===== src/rtl/mem_bus_arbiter_pkg.sv =====
// Shared encodings for the core memory-port arbiter: FSM states and owner ids.
package mem_bus_arbiter_pkg;
  typedef enum logic [1:0] {
    ST_IDLE  = 2'd0,
    ST_ISSUE = 2'd1,
    ST_WAIT  = 2'd2
  } state_e;

  localparam logic OWN_IFU = 1'b0;
  localparam logic OWN_LSU = 1'b1;
endpackage


===== src/rtl/mem_bus_arbiter_grant_sel.sv =====
// Grant selection between IFU and LSU: LSU first unless the IFU has waited
// through a full run of back-to-back LSU grants.
module arb_grant_sel (
  input  logic ifu_valid,
  input  logic lsu_valid,
  input  logic run_at_max,
  output logic grant_ifu,
  output logic grant_lsu
);
  assign grant_lsu = lsu_valid & ~(ifu_valid & run_at_max);
  assign grant_ifu = ifu_valid & ~grant_lsu;
endmodule


===== src/rtl/mem_bus_arbiter.sv =====
// Single-outstanding arbiter sharing one memory port between IFU and LSU:
// grant, issue a registered request, route the response to its owner, release.
module mem_bus_arbiter
  import mem_bus_arbiter_pkg::*;
#(
  parameter int ADDR_W      = 32,
  parameter int DATA_W      = 32,
  parameter int MASK_W      = 8,
  parameter int LSU_MAX_RUN = 4
) (
  input  logic              clk,
  input  logic              rst,
  input  logic              ifu_req_valid,
  output logic              ifu_req_ready,
  input  logic [ADDR_W-1:0] ifu_req_addr,
  output logic              ifu_resp_valid,
  input  logic              ifu_resp_ready,
  output logic [DATA_W-1:0] ifu_resp_rdata,
  output logic              ifu_resp_err,
  input  logic              lsu_req_valid,
  output logic              lsu_req_ready,
  input  logic [ADDR_W-1:0] lsu_req_addr,
  input  logic              lsu_req_wen,
  input  logic [DATA_W-1:0] lsu_req_wdata,
  input  logic [MASK_W-1:0] lsu_req_wmask,
  output logic              lsu_resp_valid,
  input  logic              lsu_resp_ready,
  output logic [DATA_W-1:0] lsu_resp_rdata,
  output logic              lsu_resp_err,
  output logic              mem_req_valid,
  input  logic              mem_req_ready,
  output logic [ADDR_W-1:0] mem_req_addr,
  output logic              mem_req_wen,
  output logic [DATA_W-1:0] mem_req_wdata,
  output logic [MASK_W-1:0] mem_req_wmask,
  input  logic              mem_resp_valid,
  output logic              mem_resp_ready,
  input  logic [DATA_W-1:0] mem_resp_rdata,
  input  logic              mem_resp_err
);
  localparam int RUN_W = $clog2(LSU_MAX_RUN + 1);

  state_e              state_q, state_d;
  logic                owner_q, owner_d;
  logic [RUN_W-1:0]    run_q, run_d;
  logic [ADDR_W-1:0]   addr_q, addr_d;
  logic                wen_q, wen_d;
  logic [DATA_W-1:0]   wdata_q, wdata_d;
  logic [MASK_W-1:0]   wmask_q, wmask_d;

  logic grant_ifu, grant_lsu, run_at_max;
  logic in_idle, in_issue, in_wait, to_ifu, to_lsu;

  assign run_at_max = (run_q == RUN_W'(LSU_MAX_RUN));

  arb_grant_sel u_grant_sel (
    .ifu_valid  (ifu_req_valid),
    .lsu_valid  (lsu_req_valid),
    .run_at_max (run_at_max),
    .grant_ifu  (grant_ifu),
    .grant_lsu  (grant_lsu)
  );

  // Reset masks every handshake so nothing is accepted or forwarded while it is held.
  assign in_idle  = (state_q == ST_IDLE)  & ~rst;
  assign in_issue = (state_q == ST_ISSUE) & ~rst;
  assign in_wait  = (state_q == ST_WAIT)  & ~rst;
  assign to_ifu   = in_wait & (owner_q == OWN_IFU);
  assign to_lsu   = in_wait & (owner_q == OWN_LSU);

  assign ifu_req_ready  = in_idle & grant_ifu;
  assign lsu_req_ready  = in_idle & grant_lsu;

  assign mem_req_valid  = in_issue;
  assign mem_req_addr   = addr_q;
  assign mem_req_wen    = wen_q;
  assign mem_req_wdata  = wdata_q;
  assign mem_req_wmask  = wmask_q;

  assign mem_resp_ready = (to_ifu & ifu_resp_ready) | (to_lsu & lsu_resp_ready);
  assign ifu_resp_valid = to_ifu & mem_resp_valid;
  assign ifu_resp_rdata = to_ifu ? mem_resp_rdata : '0;
  assign ifu_resp_err   = to_ifu & mem_resp_err;
  assign lsu_resp_valid = to_lsu & mem_resp_valid;
  assign lsu_resp_rdata = to_lsu ? mem_resp_rdata : '0;
  assign lsu_resp_err   = to_lsu & mem_resp_err;

  always_comb begin
    state_d = state_q;
    owner_d = owner_q;
    run_d   = run_q;
    addr_d  = addr_q;
    wen_d   = wen_q;
    wdata_d = wdata_q;
    wmask_d = wmask_q;
    case (state_q)
      ST_IDLE: begin
        if (grant_lsu) begin
          state_d = ST_ISSUE;
          owner_d = OWN_LSU;
          addr_d  = lsu_req_addr;
          wen_d   = lsu_req_wen;
          wdata_d = lsu_req_wdata;
          wmask_d = lsu_req_wmask;
          // Only runs that actually keep the IFU waiting count toward starvation.
          if (!ifu_req_valid)  run_d = '0;
          else if (!run_at_max) run_d = run_q + 1'b1;
        end else if (grant_ifu) begin
          state_d = ST_ISSUE;
          owner_d = OWN_IFU;
          addr_d  = ifu_req_addr;
          wen_d   = 1'b0;
          wdata_d = '0;
          wmask_d = '0;
          run_d   = '0;
        end
      end
      ST_ISSUE: if (mem_req_ready) state_d = ST_WAIT;
      ST_WAIT:  if (mem_resp_valid && mem_resp_ready) state_d = ST_IDLE;
      default:  state_d = ST_IDLE;
    endcase
  end

  always_ff @(posedge clk) begin
    if (rst) begin
      state_q <= ST_IDLE;
      owner_q <= OWN_IFU;
      run_q   <= '0;
      addr_q  <= '0;
      wen_q   <= 1'b0;
      wdata_q <= '0;
      wmask_q <= '0;
    end else begin
      state_q <= state_d;
      owner_q <= owner_d;
      run_q   <= run_d;
      addr_q  <= addr_d;
      wen_q   <= wen_d;
      wdata_q <= wdata_d;
      wmask_q <= wmask_d;
    end
  end
endmodule


===== config.mk =====
export PLATFORM = sky130hd
export DESIGN_NAME = mem_bus_arbiter
export DESIGN_NICKNAME = d
export VERILOG_FILES = /design/src/rtl/mem_bus_arbiter_pkg.sv /design/src/rtl/mem_bus_arbiter_grant_sel.sv /design/src/rtl/mem_bus_arbiter.sv
export SDC_FILE = /design/constraint.sdc
export NUM_CORES = 1
export LEC_CHECK = 0
export BUFFER_PORTS_ARGS = -buffer_cell sky130_fd_sc_hd__buf_4
export CAP_MARGIN = 40
export CORE_MARGIN = 3
export CORE_UTILIZATION = 30
export CTS_CLUSTER_DIAMETER = 50
export CTS_CLUSTER_SIZE = 24
export DETAILED_ROUTE_END_ITERATION = 16
export GPL_TIMING_DRIVEN = 0
export PLACE_DENSITY = 0.67
export SLEW_MARGIN = 20
export SYNTH_ARGS = -nofsm -noshare
export SYNTH_HDL_FRONTEND = slang
export SYNTH_SLANG_ARGS = --single-unit

===== constraint.sdc =====
create_clock -name clk -period 1.8 [get_ports clk]
set_input_delay 0.09 -clock clk [delete_from_list [all_inputs] [get_ports clk]]
set_output_delay 0.09 -clock clk [all_outputs]
set_load 0.005 [all_outputs]

==> results.md, run 1 <==
* # setup viols final at 55
* Buffer cell driving the clock tree root: sky130_fd_sc_hd__clkbuf_16
* Boundary Pins at a little under 300
* Largest net degree at the start of global routing at 15
* Critical path origin: state_q[1]$_SDFFE_PP0P_
* Static leakage at ~3.1 nW
* Post-route ant nets at 0
* Relative area change from synthesis to final layout at 77.1%
* Cell family with the largest share of critical-path delay: simple AND/OR/NAND/NOR gates
* Clock H-tree levels at 3
* Final routed DRC violation total at 0
* Global-route congestion overflow total at 0
* Synthesized flop and latch total at 79
* Leading cell types in the layout, fill and taps excluded: sky130_fd_sc_hd__buf_4 (279), sky130_fd_sc_hd__a21oi_1 (79), sky130_fd_sc_hd__o21ai_0 (77)
* Average cell area after synthesis at between 7 and 8 um2
* Worst slew margin relative to its limit at between 50 and 60%
* Dominant combinational cell family by area after synthesis: compound AO/OA/AOI/OAI gates
* Min-delay src: lsu_req_wdata[11]
* Starting density of the core at a little under a third
* Transition time at the pin with the least slew margin at between 600 and 700 ps
* Fin crit share at 103%
* Number of fillers in the final layout at approximately 1,200
* DIE WIDTH at between 100 and 150 um
* Total CTS buffers at 9
* Final setup TNS at -1080 ps
* Complex-gate fraction of the synthesized area at ~27%
* Failing checks: negative setup slack
* Sum of routed wire segments on met1 at 6.40 mm
* Total number of clock tree sinks at 79
* Worst r2r src: state_q[1]$_SDFFE_PP0P_
* Hold Vio Cnt, Final at 0
* Area of the placeable core at between 10,000 and 15,000 um2
* Clock tree skew after final layout at 7.02 ps
* Share of post-route cells with drive strength above 1 at a little under half
* Avg Vias per Cell at between 5 and 6
* Worst hold path type: in2reg
* Net total in the final layout at between 900 and 1,000
* RSZ-0062 raised after global routing: true
* GRT Overall Usage at around a quarter
* I/O Buffers at 289
* Sequential power share at about two fifths
* Buffers from clock root to sink, at most at 2
* Cell types with the largest area share after synthesis: sky130_fd_sc_hd__dfxtp_1 (40%), sky130_fd_sc_hd__and2_1 (11%), sky130_fd_sc_hd__a21oi_1 (9.9%), sky130_fd_sc_hd__o21ai_0 (9.7%), sky130_fd_sc_hd__a311oi_1 (7.0%)
* CP Max Fanout at 5
* Top layer used by detailed routing: met4
* Post-route setup slack at -46.6 ps
* Vias in the first global route at between 5,000 and 6,000
* Initial DRC count at 270
* Placed cell count at around 970
* Count of different cell masters after synthesis at 31
* Die area at approximately 15,000 um2
* Switching power of the nets at 1.44 mW
* Multiplexer area fraction after synthesis at 0.251%
* Power density over the cells at 736 nW/um2
* Die H at approximately 120 um
* CTS tree: yes
* Worst path arrival time at 1760 ps
* Maximum capacitance violations at 0
* Global-route wire length before repair at about 27 mm
* Initial antenna violation count at 0
* Amount of wire on met3 after detailed routing at roughly 1.8 mm
* Final Wtd Congestion at 0.842
* Final instance count without filler cells at 992
* Tot Pwr at 5.19 mW
* Register Area at ~1600 um2
* Delay of the slowest critical-path stage at 450 ps
* Final wirelength at around 18 mm
* Worst endpoint required time at 1710 ps
* Vias at around 5,200
* Post-Synth Adder-Cell Area at 0.628%
* Clock share of power at between 30% and 40%
* Site row count at 41
* Yosys synthesis warning count at 0
* Internal power summed over all cells at between 3 and 4 mW
* Switching Share at between 20% and 30%
* Result of the run: finished, violations left
* Area leader, netlist: sky130_fd_sc_hd__dfxtp_1
* Final worst path period need at about 1800 ps
* Mapped cell area at ~4000 um2
* Post-synthesis share of cell area spent on and, or, nand and nor gates at 25.2%
* Top-area cell type share of the netlist area at between 30% and 40%
* Xor and xnor fraction of the mapped netlist area at 0%
* Wire length per cell at 18.3 um
* WS Path Type: reg2out
* Final Max Slew Viols at 0
* Slowest stage cell on the critical path: sky130_fd_sc_hd__or3b_4
* Detailed placement HPWL at roughly 14 mm
* First-pass iteration count of the detailed router at 5
* Largest voltage drop on the vdd net at 457 uV
* Wire length on met2 at 9.56 mm
* Number of cells produced by synthesis at about 510
* Crit path capture type: output pin
* Worst path bufs/invs at 2
* Post-CTS clock slew at the launch and capture registers of the worst setup and hold paths at roughly 60 ps
* Count of inserted antenna diode cells at 0
* Clock network latency to the later pin of the worst-skew pair at ~330 ps
* Gate power share at a little under a quarter
* Synth Net Count at 653
* Peak Freq at between 0.5 and 0.6 GHz
* CP startpoint kind: register
* Multi-input combinational cell area at about 2200 um2
* Critical-path cell list: or3b_4 > nor2_4 > clkbuf_8 > and2_4 > buf_6
* Most common cell after layout, fill and taps aside: sky130_fd_sc_hd__buf_4
* Sequential share of the synthesized area at about 40%
## synthesized netlist by cell type
library cell	n
sky130_fd_sc_hd__clkbuf_2	7
sky130_fd_sc_hd__inv_1	6
sky130_fd_sc_hd__a21oi_1	79
sky130_fd_sc_hd__and3_2	1
sky130_fd_sc_hd__buf_2	17
sky130_fd_sc_hd__ha_1	2
sky130_fd_sc_hd__or3b_4	1
sky130_fd_sc_hd__nor3_1	2
sky130_fd_sc_hd__clkbuf_1	32
sky130_fd_sc_hd__dfxtp_1	79
sky130_fd_sc_hd__nor2b_1	1
sky130_fd_sc_hd__nor4bb_1	1
sky130_fd_sc_hd__nor2_4	2
sky130_fd_sc_hd__nand4b_1	1
sky130_fd_sc_hd__a311oi_1	32
sky130_fd_sc_hd__buf_1	6
sky130_fd_sc_hd__a2111oi_0	1
sky130_fd_sc_hd__nor2_2	2
sky130_fd_sc_hd__nand3_1	34
sky130_fd_sc_hd__o31ai_1	1
sky130_fd_sc_hd__nor3b_1	2
sky130_fd_sc_hd__or2_1	1
sky130_fd_sc_hd__nand4_1	43
sky130_fd_sc_hd__nor4_1	1
sky130_fd_sc_hd__nor2_1	3
sky130_fd_sc_hd__or2_2	1
sky130_fd_sc_hd__mux2i_1	1
sky130_fd_sc_hd__o21ai_0	77
sky130_fd_sc_hd__and2_1	67
sky130_fd_sc_hd__nand3b_1	1
sky130_fd_sc_hd__nand2_1	1
## flip-flops by register name, summed over array words and instances, names as in the netlist
name and count:
mem_req_wmask 8, owner_q 1, mem_req_addr 32, mem_req_wen 1, run_q 3, mem_req_wdata 32
state_q 2
## logic make-up after synthesis
logic type | count (synthesis)
adders and majority gates | 2
AOI/OAI and AO/OA | 190
DFF | 79
and+or+nand+nor | 165
buffers and inverters | 68
muxes | 1
## final cells by class
cell class / instances / share of cell area, %
Buffer: 61 / 4.79
Multi-Input combinational cell: 359 / 31.8
Clock buffer: 9 / 3.19
Inverter: 6 / 0.319
Sequential cell: 79 / 22.5
Clock inverter: 7 / 1.38
Tap cell: 172 / 3.05
Timing Repair Buffer: 299 / 33.0
## tightest hold or removal path, delay by kind of cell
family	cells	cell delay [ps]
compound gates	1	50
buf+inv	1	110
simple gates	1	60
## layer usage
metal / global-route usage [%] / vias to the layer above
met5: 0 / -
met4: 8.47 / 0
met3: 6.29 / 28
met2: 43.3 / 283
met1: 25.2 / 2455
li1: - / 2480
## worst paths after layout
kind,slack (ps),cells past startpoint,endpoint
setup / recovery,-50,5,lsu_resp_rdata[3]
hold / removal,20,3,mem_req_wdata[11]$_SDFFE_PP0P_
setup reg to reg,20,5,mem_req_wmask[2]$_SDFFE_PP0P_
hold reg to reg,480,2,mem_req_wdata[0]$_SDFFE_PP0P_
## repair_timing
item	4_1_cts	5_1_grt
hold buffers	0	0
resized for setup	59	28
setup buffers	6	1
pin swaps	14	6
gates cloned	4	0
setup endpoints to repair	99	117
## power groups by stage
stage          logic, mW  clock network, mW  registers, mW
2_1_floorplan      0.476                  0           2.03
3_3_place_gp        1.14                  0           2.04
3_5_place_dp        1.17                  0           2.04
4_1_cts             1.19               2.00           2.01
5_1_grt             1.32               2.09           2.02
6_report            1.21               1.97           2.01
## per-stage QoR
step	area, um2	hold WS [ps]	setup slack (ps)	util (%)
2_1_floorplan	3980	240	323	-
6_report	7050	15.9	-46.6	55.0
3_3_place_gp	6370	361	-11.2	49.6
4_1_cts	6970	7.56	-66.3	54.4
5_1_grt	7050	13.2	-107	55.0
3_5_place_dp	6370	364	-42.0	49.6
Note: power is estimated with default switching activity, not from simulation.
==> run 2: changes to the inputs <==
Settings changed: PLACE_DENSITY 0.67 to default, PLACE_DENSITY_LB_ADDON from default to 0.1.
==> run 2 against run 1 <==
  * The run still ends with negative setup slack left
  * Power decreased by 2.1%
  * Sequential cell count did not move
  * First-iteration DRC count grew 57%
  * Critical path depth unchanged
  * Sequential power hardly changed
  * Clock-buffer cell count rose by 3
  * Wire length is 1.4% lower
  * Final area fell by 1.4%
  * Clock skew up 1.1 ps
  * Final cell count fell by 0.30%
  * Global-route usage is 0.26 points lower
  * Critical endpoint is now lsu_resp_rdata[6]
  * Largest cell class unchanged
  * Largest power group unchanged
  * Highest routed layer unchanged
==> results.md, run 2 (same netlist as run 1, synthesis figures left out) <==
* Most common cell after layout, fill and taps aside: sky130_fd_sc_hd__buf_4
* Wire length per cell at approximately 18 um
* I/O Buffers at between 200 and 300
* Initial antenna violation count at 0
* Worst r2r src: state_q[1]$_SDFFE_PP0P_
* Total number of clock tree sinks at between 70 and 80
* Global-route congestion overflow total at 0
* Pre-CTS worst setup slack at -69.1 ps
* Worst hold path type: in2reg
* Buffer cell driving the clock tree root: sky130_fd_sc_hd__clkbuf_16
* Worst slew margin relative to its limit at approximately half
* Avg Vias per Cell at 5.21
* Final setup TNS at -218 ps
* Placed cell count at just under 1,000
* Clock H-tree levels at 3
* Maximum capacitance violations at 0
* Final instance count without filler cells at about 1,000
* Boundary Pins at around 290
* Detailed placement HPWL at roughly 14 mm
* GRT Overall Usage at between 20% and 30%
* Leading cell types in the layout, fill and taps excluded: sky130_fd_sc_hd__buf_4 (288), sky130_fd_sc_hd__a21oi_1 (79), sky130_fd_sc_hd__o21ai_0 (77)
* Endpoint of the worst hold-timing path: mem_req_wdata[23]$_SDFFE_PP0P_
* Vias in the first global route at 4,934
* RSZ-0062 raised after global routing: true
* # setup viols final at 17
* Vias at between 5,000 and 6,000
* Worst Reg-to-Reg Cells at 4
* Worst path arrival time at between 1500 and 2000 ps
* Clock network latency to the later pin of the worst-skew pair at 340 ps
* Result of the run: finished, violations left
* Largest net degree at the start of global routing at 14
* Post-CTS Hold Fix Bufs at 0
* Core utilization of the finished layout at a little over half
* Transition time at the pin with the least slew margin at roughly 750 ps
* CP startpoint kind: register
* Starting density of the core at ~31%
* R2R Setup Slk at 170 ps
* Worst endpoint required time at between 1500 and 2000 ps
* Final instance area at between 6000 and 7000 um2
* Final routed DRC violation total at 0
* Total CTS buffers at 9
* Power density over the cells at 731 nW/um2
* Failing checks: negative setup slack
* Min-delay src: lsu_req_wdata[23]
* Endpoint of the lowest-slack register-to-register path: mem_req_addr[28]$_SDFFE_PP0P_
* Buffers from clock root to sink, at most at 2
* CP Max Fanout at 10
* Post-route setup slack at -33.8 ps
* WS Path Type: reg2out
* Critical path origin: state_q[1]$_SDFFE_PP0P_
* Clock tree skew after final layout at between 8 and 9 ps
* Static leakage at 3.11 nW
* DIE WIDTH at between 100 and 150 um
* Global-route wire length before repair at about 27 mm
* Net total in the final layout at 960
* Final wirelength at ~18 mm
* Initial DRC count at approximately 420
* First-pass iteration count of the detailed router at 5
* Final Wtd Congestion at 0.866
* Fin crit share at 102%
* Standard cell area after detailed placement at approximately 6400 um2
* Post-route ant nets at 0
* Relative area change from synthesis to final layout at 74.6%
* Number of fillers in the final layout at between 1,000 and 1,500
* Count of inserted antenna diode cells at 0
* Post-CTS clock slew at the launch and capture registers of the worst setup and hold paths at 60 ps
* Die area at approximately 15,000 um2
* Site row count at 41
* Largest voltage drop on the vdd net at about 420 uV
* Final worst path period need at between 1500 and 2000 ps
* Final Max Slew Viols at 0
* Hold Vio Cnt, Final at 0
* CTS tree: yes
* Crit path capture type: output pin
* Hold Path Cell Cnt at 3
* Area of the placeable core at about 13,000 um2
* Peak Freq at 0.545 GHz
* Die H at about 120 um
* Share of post-route cells with drive strength above 1 at 45.0%
==> run 2: cell count changes in the layout (fill, tap and decap cells not counted), moves of 4 or more <==
cell	change
sky130_fd_sc_hd__and2_1	+10
sky130_fd_sc_hd__buf_8	+4
sky130_fd_sc_hd__clkbuf_8	-5
sky130_fd_sc_hd__and2_4	-10
sky130_fd_sc_hd__buf_4	+9
sky130_fd_sc_hd__buf_6	-11
==> run 2: worst max-delay path by stage <==
stage                                     endpoint  slack (ps)  cells after the start
detailed placement   mem_req_addr[28]$_SDFFE_PP0P_         -70                      7
finish                           lsu_resp_rdata[6]         -30                      5
global route                    lsu_resp_rdata[21]        -120                      5
floorplan            mem_req_addr[23]$_SDFFE_PP0P_         320                      7
global placement    mem_req_wdata[11]$_SDFFE_PP0P_         -10                      7
CTS                             lsu_resp_rdata[22]         -50                      5
==> run 2: area by class of cell <==
cell class | count | area [um2] | share of cell area, %
clock inverters | 4 | 53.8 | 0.774
multi-input cells | 358 | 2210 | 31.8
inverters | 6 | 22.5 | 0.324
repair buffers | 297 | 2300 | 33.0
plain buffers | 61 | 318 | 4.57
well taps | 172 | 215 | 3.09
flip-flops and latches | 79 | 1590 | 22.8
clock buffers | 12 | 246 | 3.54
==> run 2: routing by layer <==
| layer | track usage, % | vias to the layer above | share of wire (%) |
|---|---|---|---|
| met2 | 39.5 | 230 | 48 |
| met5 | 0 | - | 0 |
| met3 | 6.39 | 10 | 8.8 |
| met1 | 29.3 | 2433 | 42 |
| met4 | 4.48 | 0 | 0.75 |
| li1 | - | 2475 | - |
==> run 2: repair_timing <==
item	CTS	global route
buffers inserted	4	1
pin swaps	3	2
cloned	3	0
setup endpoints to repair	107	126
gates resized for setup	30	46
==> run 2: stage by stage <==
stage	power, mW	hold slack [ps]
3_3_place_gp	3.18	360
6_report	5.08	20.3
3_5_place_dp	3.20	366
2_1_floorplan	2.51	240
5_1_grt	5.31	17.4
4_1_cts	5.09	6.80
==> run 2: critical path: stages, from the launching register on <==
cell	delay [ps]
sky130_fd_sc_hd__dfxtp_4	360
sky130_fd_sc_hd__or3b_4	420
sky130_fd_sc_hd__nor2_4	170
sky130_fd_sc_hd__clkbuf_4	210
sky130_fd_sc_hd__and2_1	150
sky130_fd_sc_hd__buf_4	110
==> run 2: power breakdown <==
| part | internal [mW] | leakage [nW] | total (mW) | switching (mW) |
|---|---|---|---|---|
| registers | 1.91 | 0.653 | 2.01 | 0.0978 |
| logic | 0.631 | 2.31 | 1.21 | 0.581 |
| clock network | 1.12 | 0.139 | 1.87 | 0.747 |
